[config.mk]
export PLATFORM = sky130hd
export DESIGN_NAME = hazard_fwd_unit
export DESIGN_NICKNAME = d
export VERILOG_FILES = /design/src/rtl/hazard_fwd_unit.sv
export SDC_FILE = /design/constraint.sdc
export NUM_CORES = 1
export LEC_CHECK = 0
export CORE_ASPECT_RATIO = 1.1
export CORE_MARGIN = 1.5
export CORE_UTILIZATION = 35
export CTS_CLUSTER_DIAMETER = 50
export DETAILED_ROUTE_END_ITERATION = 8
export HOLD_SLACK_MARGIN = 0.1
export PLACE_DENSITY = 0.69
export SLEW_MARGIN = 10
export SYNTH_ARGS = -nofsm -noshare
export SYNTH_HDL_FRONTEND = slang
export SYNTH_SLANG_ARGS = --single-unit
[constraint.sdc]
create_clock -name clk -period 4.7 [get_ports clk]
set_clock_uncertainty 0.1 [all_clocks]
set_input_delay 0.705 -clock clk [delete_from_list [all_inputs] [get_ports clk]]
set_output_delay 0.705 -clock clk [all_outputs]
set_load 0.005 [all_outputs]
[src/rtl/hazard_fwd_unit.sv]
// hazard_fwd_unit: load-use stall, flush bubbles, EX operand forwarding and writeback control
module hazard_fwd_unit #(
    parameter bit ZERO_REG_RO = 1'b1,
    parameter int CNT_W = 16
) (
    input  logic             clk,
    input  logic             rst,
    input  logic [2:0]       id_dest,
    input  logic             id_wr_en,
    input  logic             id_is_load,
    input  logic             id_valid,
    input  logic [2:0]       id_src_a,
    input  logic [2:0]       id_src_b,
    input  logic             id_use_a,
    input  logic             id_use_b,
    input  logic             flush,
    output logic             stall,
    output logic [1:0]       fwd_a,
    output logic [1:0]       fwd_b,
    output logic [2:0]       wb_dest,
    output logic             wb_wr_en,
    output logic [CNT_W-1:0] stall_cnt
);
    logic       ex_valid, ex_wr_en, ex_is_load, ex_use_a, ex_use_b;
    logic [2:0] ex_dest, ex_src_a, ex_src_b;
    logic       mem_valid, mem_wr_en, mem_is_load;
    logic [2:0] mem_dest;
    logic       wb_valid, wb_wr;
    logic [2:0] wb_d;

    function automatic logic match(input logic v, input logic w, input logic [2:0] d, input logic [2:0] r);
        return v & w & (d == r) & ~(ZERO_REG_RO & (r == 3'd0));
    endfunction

    assign stall = ~rst & id_valid & ex_is_load &
                   ((id_use_a & match(ex_valid, ex_wr_en, ex_dest, id_src_a)) |
                    (id_use_b & match(ex_valid, ex_wr_en, ex_dest, id_src_b)));
    // a load still in MEM has no data yet, so only WB may supply it
    assign fwd_a = rst ? 2'b00 :
                   (ex_use_a & match(mem_valid, mem_wr_en, mem_dest, ex_src_a) & ~mem_is_load) ? 2'b01 :
                   (ex_use_a & match(wb_valid, wb_wr, wb_d, ex_src_a)) ? 2'b10 : 2'b00;
    assign fwd_b = rst ? 2'b00 :
                   (ex_use_b & match(mem_valid, mem_wr_en, mem_dest, ex_src_b) & ~mem_is_load) ? 2'b01 :
                   (ex_use_b & match(wb_valid, wb_wr, wb_d, ex_src_b)) ? 2'b10 : 2'b00;
    assign wb_dest  = wb_d;
    assign wb_wr_en = ~rst & match(wb_valid, wb_wr, wb_d, wb_d);

    always_ff @(posedge clk) begin
        if (rst) begin
            {ex_valid, ex_wr_en, ex_is_load, ex_use_a, ex_use_b, ex_dest, ex_src_a, ex_src_b} <= '0;
            {mem_valid, mem_wr_en, mem_is_load, mem_dest} <= '0;
            {wb_valid, wb_wr, wb_d} <= '0;
            stall_cnt <= '0;
        end else begin
            {wb_valid, wb_wr, wb_d} <= {mem_valid, mem_wr_en, mem_dest};
            {mem_valid, mem_wr_en, mem_is_load, mem_dest} <= {ex_valid, ex_wr_en, ex_is_load, ex_dest};
            {ex_valid, ex_wr_en, ex_is_load, ex_use_a, ex_use_b, ex_dest, ex_src_a, ex_src_b} <= (flush | stall) ? '0 :
                {id_valid, id_wr_en, id_is_load, id_use_a, id_use_b, id_dest, id_src_a, id_src_b};
            if (stall && stall_cnt != '1)
                stall_cnt <= stall_cnt + 1'b1;
        end
    end
endmodule

==> out/qor.yml, run 1 <==
final_area_um2: 2460
post_cts_buffers: 0
antenna_left: 0
synth_edf_count: 0
yosys_warnings: 0
io_buffers: 41
final_nets: 266
post_cts_resized: 0
ir_drop_v: 0.000188
setup_tns_ns: 0
syn_avg_cell_area_um2: 9.15
ys_ff_latch: 41
grt_max_degree: 29
route.vias.total: 1574
min_from: "mem_wr_en"
drt_iter0_markers: 59
cts_tree: "built"
synthArstFlopShare: 0
antenna_found_initial: 0
fin_crit_ns: 3.34
syn2layout_area_growth_pct: 31.2
slew_viol_final: 0
synth_nets: 223
grtUsageMet3: 0.0328
synth_cell_type_count: 39
finalHoldViolCount: 0
worst-slew-pin-transition_ns: 0.575
status: "completed"
initial_core_util: 0.370
critPathRequiredTime_ns: 3.89
via_per_inst: 5.13
holdBufCountCts: 0
cp_max_fo: 17
die_w_um: 72.8
reg2reg_from: "ex_dest[1]"
die-area_um2: 5810
fmax_mhz: 300
dr.pass1.iters: 4
fp.dieH_um: 79.8
p_per_area_nw_per_um2: 280
place_congestion: 0.820
clk_latency_ns: 0.29
avgRoutedWirePerCell_um: 12.6
diodes: 0
use_met1: 0.182
grtUsageMet2: 0.229
cts_max_level: 2
crit_path_end_kind: "output port"
drc: 0
synth_ff_type: "dfxtp_1"
grt_pass1_wl_um: 6440
grt_busiest_layer: "met2"
io_pins: 42
slew_headroom: 0.614
seq_area_frac_synth: 0.438
rsz0062_at_grt: "false"
grt_overflow_total: 0
cts.sinks: 41
cts_buffers: 5
crit_start: "rst"
fillCellCount: 467
clk_pin_slew_ns: 0.08
power_leakage_uw: 0.000871
grt_usage: 0.142
finalCoreUtilization: 0.485
clock_path_buffers: 2
wl_um: 3870
core_um2: 5070
grt_pass1_vias: 1433
detailed_place.area_um2: 2340
rows: 27
root_buffer: "clkbuf_8"
place_hpwl_um: 2880
setup_viol: 0
cap_violations: 0
hp-class: "reg -> reg"
arrival_ns: 2.53
min_period_over_period: 0.710
startpoint_type: "input port"
layout-drive-gt1-share: 0.0884
critPathKind: "in -> out"
syn_inst: 205
netlist_area_um2: 1880
==> worst paths after layout <==
| kind | cells past startpoint | end | slack [ns] |
|---|---|---|---|
| setup / recovery | 7 | fwd_b[1] | 1.36 |
| hold / removal | 1 | wb_wr | 0.36 |
| setup reg to reg | 6 | stall_cnt[9] | 2.69 |
| hold reg to reg | 1 | wb_wr | 0.36 |
==> kinds of logic (layout without fill, tap and decap cells) <==
logic type | count (synthesis) | in the layout | share of synthesized area
mux | 4 | 4 | 0.0240
compound gates | 34 | 34 | 0.141
xor+xnor | 14 | 14 | 0.0654
buf+inv | 18 | 62 | 0.0447
flops | 41 | 41 | 0.438
fa+ha+maj | 1 | 1 | 0.00667
simple gates | 93 | 93 | 0.280
==> layout by cell type (no fill, tap or decap), types with 2 or more instances in the layout <==
| cell type | count |
|---|---|
| nor4_1 | 8 |
| or4_1 | 8 |
| o2111a_1 | 2 |
| o21ba_2 | 2 |
| and3_1 | 2 |
| nand4_1 | 6 |
| nor2_1 | 13 |
| a21oi_1 | 9 |
| inv_1 | 8 |
| o211ai_1 | 2 |
| and2_1 | 13 |
| clkdlybuf4s50_1 | 41 |
| xor2_1 | 3 |
| clkbuf_8 | 5 |
| o31ai_1 | 5 |
| mux2_2 | 4 |
| xnor2_1 | 11 |
| o31a_1 | 2 |
| nand3_1 | 5 |
| dfxtp_1 | 41 |
| nor2b_1 | 15 |
| nand2_1 | 14 |
| o211a_1 | 3 |
| o41ai_1 | 5 |
| nor3_1 | 3 |
| buf_4 | 4 |
==> stage by stage <==
| step | setup WS [ns] | power (µW) | hold WS, ns | std cells |
|---|---|---|---|---|
| after CTS | 1.33 | 696 | 0.364 | 307 |
| after global placement | 1.34 | 410 | 0.353 | 299 |
| after detailed placement | 1.33 | 411 | 0.347 | 299 |
| after global routing | 1.22 | 717 | 0.377 | 307 |
| after floorplan | 2.41 | 388 | 0.330 | 205 |
| final | 1.36 | 689 | 0.359 | 307 |
==> flip-flops by register name (all words and copies together), names as in the netlist, 3 cells and up <==
register / count
stall_cnt: 16
ex_dest: 3
ex_src_a: 3
ex_src_b: 3
mem_dest: 3
wb_dest: 3
==> area by class of cell <==
class / instances / area [µm²] / share of cell area
multi-input combinational: 146 / 977 / 0.397
sequential: 41 / 821 / 0.334
timing repair buffer: 45 / 440 / 0.179
tap: 58 / 72.6 / 0.0295
clock buffer: 5 / 68.8 / 0.0280
clock inverter: 3 / 46.3 / 0.0188
inverter: 9 / 33.8 / 0.0137
==> routing by layer <==
| metal | wire [µm] | vias to the layer above |
|---|---|---|
| met5 | 0 | - |
| met3 | 135 | 7 |
| met4 | 66 | 0 |
| met2 | 1830 | 27 |
| li1 | - | 824 |
| met1 | 1840 | 716 |
==> Yosys cell counts (all sizes together) (3+ instances only) <==
library cell | instances | share of area
inv | 9 | 0.018
o211a | 3 | 0.016
buf | 7 | 0.023
dfxtp | 41 | 0.44
nand4 | 6 | 0.020
nor3 | 4 | 0.013
o31ai | 5 | 0.020
and2 | 13 | 0.043
nor4 | 9 | 0.030
xor2 | 3 | 0.014
nor2b | 15 | 0.050
a21oi | 9 | 0.024
nor2 | 13 | 0.026
o41ai | 5 | 0.023
xnor2 | 11 | 0.051
or4 | 8 | 0.032
nand3 | 5 | 0.013
mux2 | 4 | 0.024
nand2 | 14 | 0.028
==> critical path, cell delays in order <==
cell,delay (ns)
clkdlybuf4s50_1,0.39
buf_4,0.19
inv_1,0.17
and3_1,0.24
nand4_1,0.10
nor3b_1,0.20
clkdlybuf4s50_1,0.53
==> power breakdown <==
part	switching (µW)	internal [µW]	total, µW	leakage [µW]
Sequential	5.78	354	360	0.000333
Combinational	17.1	25.4	42.5	0.000484
Clock	128	159	287	0.0000543
Total	151	538	689	0.000871
No activity file was read; power rests on OpenSTA's default activity.
==> inputs of run 2 (changes only) <==
==> constraint.sdc (replaced) <==
create_clock -name clk -period 3.08 [get_ports clk]
set_clock_uncertainty 0.1 [all_clocks]
set_input_delay 0.462 -clock clk [delete_from_list [all_inputs] [get_ports clk]]
set_output_delay 0.462 -clock clk [all_outputs]
set_load 0.005 [all_outputs]
==> out/qor.yml, run 2 (synthesis gave the netlist of run 1 again) <==
slowest_stage: "clkdlybuf4s50_1"
grt_usage: 0.142  # -0.000527
avgRoutedWirePerCell_um: 12.7  # +0.91%
cap_violations: 0  # unchanged
fp.dieH_um: 79.8  # unchanged
clk_pin_slew_ns: 0.08  # about the same
worst_path_most_repeated_cell: "clkdlybuf4s50_1"
fin_crit_ns: 2.77
grt_overflow_total: 0  # unchanged
crit_buf_inv: 3  # -1
final_nets: 267  # +0.38%
worst_path_largest_cell_delay_ns: 0.53  # about the same
drc: 0  # unchanged
netSwitchingFraction: 0.199  # -0.0201
initial_core_util: 0.370  # unchanged
slew_headroom: 0.639  # +0.0242
cts_tree: "built"
startpoint_type: "input port"
min_from: "ex_valid"
root_buffer: "clkbuf_8"
crit_path_end_kind: "output port"
max_flop_register: "stall_cnt"
cts_buffers: 5  # unchanged
multiInputGateArea_um2: 977  # unchanged
cts_max_level: 2  # unchanged
critPathRequiredTime_ns: 2.52  # -1.37 ns
clkPwrFrac: 0.456  # +0.040
grt_pass1_vias: 1461  # +2.0%
regArea_um2: 821  # unchanged
holdBufCountCts: 0  # unchanged
holdPathStages: 1  # unchanged
fmax_mhz: 361
clock_path_buffers: 2  # unchanged
detailed_place.area_um2: 2350  # +0.32%
cts.sinks: 41  # unchanged
p_comb_frac: 0.058  # -0.004
rsz0062_at_grt: "false"
post_cts_resized: 0  # unchanged
largest_register_ff_count: 16  # unchanged
core_um2: 5070  # unchanged
arrival_ns: 2.21  # -0.32 ns
power_leakage_uw: 0.000891  # +2.2%
reg2reg_from: "stall_cnt[0]"
antenna_found_initial: 0  # unchanged
rr_endpoint: "stall_cnt[6]"
diodes: 0  # unchanged
place_congestion: 0.868  # +5.9%
io_pins: 42  # unchanged
syn2layout_area_growth_pct: 32.8
place_hpwl_um: 2900  # +0.63%
finalHoldViolCount: 0  # unchanged
die-area_um2: 5810  # unchanged
io_buffers: 41  # unchanged
cell_internal_pwr_uw: 906  # +68%
hp-class: "reg -> reg"
critical-path-top-delay-family: "buffers and inverters"
grtUsageMet3: 0.0316  # -0.00126
p_per_area_nw_per_um2: 454  # +62%
clk_latency_ns: 0.29  # about the same
ir_drop_v: 0.000303  # +61%
drt_iter0_markers: 87  # +47%
min_period_over_period: 0.899
status: "completed"
p_sw_uw: 225  # +49%
cp_max_fo: 6  # -11
slew_viol_final: 0  # unchanged
p_seq_frac: 0.485  # -0.037
route.vias.total: 1561  # -0.83%
fillCellCount: 494  # +5.8%
setup_viol: 0  # unchanged
grt_pass1_wl_um: 6500  # +0.96%
hold_end: "mem_valid"
grt_busiest_layer: "met2"
rows: 27  # unchanged
dr.pass1.iters: 4  # unchanged
setup_tns_ns: 0  # unchanged
final_area_um2: 2490  # +1.2%
crit_path_cell_trace: "clkdlybuf4s50_1 > inv_1 > and3_1 > nand4_1 > nor3b_1 > clkdlybuf4s50_1"
crit_start: "rst"
grtUsageMet2: 0.217  # -0.0119
critPathKind: "in -> out"
grt_max_degree: 29  # unchanged
worst-slew-pin-transition_ns: 0.539  # -0.0362 ns
antenna_left: 0  # unchanged
final_cell_mix: "dfxtp_1, clkdlybuf4s50_1, nor2b_1"
worstRegToRegCells: 6  # unchanged
use_met1: 0.191  # +0.00934
reg2reg_slack_ns: 1.00  # -1.69 ns
via_per_inst: 5.07  # -1.1%
post_cts_buffers: 0  # unchanged
wl_um: 3910  # +1.2%
layout-drive-gt1-share: 0.0920  # +0.00365
die_w_um: 72.8  # unchanged
[run 2: layout make-up]
cell class              instances  area share
multi-input cells             146       0.392
flip-flops and latches         41       0.330
repair buffers                 46       0.180
well taps                      58      0.0291
clock buffers                   5      0.0276
clock inverters                 3      0.0276
inverters                       9      0.0136
[run 2: per-layer routing]
| layer | part of all wire | vias up |
|---|---|---|
| met1 | 0.49 | 707 |
| met3 | 0.031 | 2 |
| li1 | - | 828 |
| met2 | 0.47 | 24 |
| met5 | 0 | - |
| met4 | 0.0087 | 0 |
[run 2: worst max path at each step]
stage / endpoint / slack (ns) / depth (start not counted)
floorplan: stall_cnt[10] / 1.13 / 6
global placement: fwd_b[1] / 0.32 / 6
detailed placement: fwd_b[1] / 0.28 / 6
CTS: fwd_b[1] / 0.27 / 6
global route: fwd_b[1] / 0.19 / 6
finish: fwd_b[1] / 0.31 / 6
[run 2: power groups by stage]
stage                     logic [µW]  clock network (µW)  registers [µW]
after global routing            72.7                 550             551
after floorplan                 33.1                   0             559
after detailed placement        66.7                   0             562
after global placement          66.0                   0             562
final                           66.1                 516             549
after CTS                       66.8                 531             549
[run 2: through the flow]
step	instances	setup WS [ns]	hold slack [ns]	power (µW)	util
after floorplan	205	1.13	0.330	592	-
after global placement	300	0.321	0.347	628	0.464
after detailed placement	300	0.280	0.346	628	0.464
after CTS	308	0.273	0.359	1150	0.491
after global routing	308	0.187	0.368	1170	0.491
final	308	0.311	0.355	1130	0.491
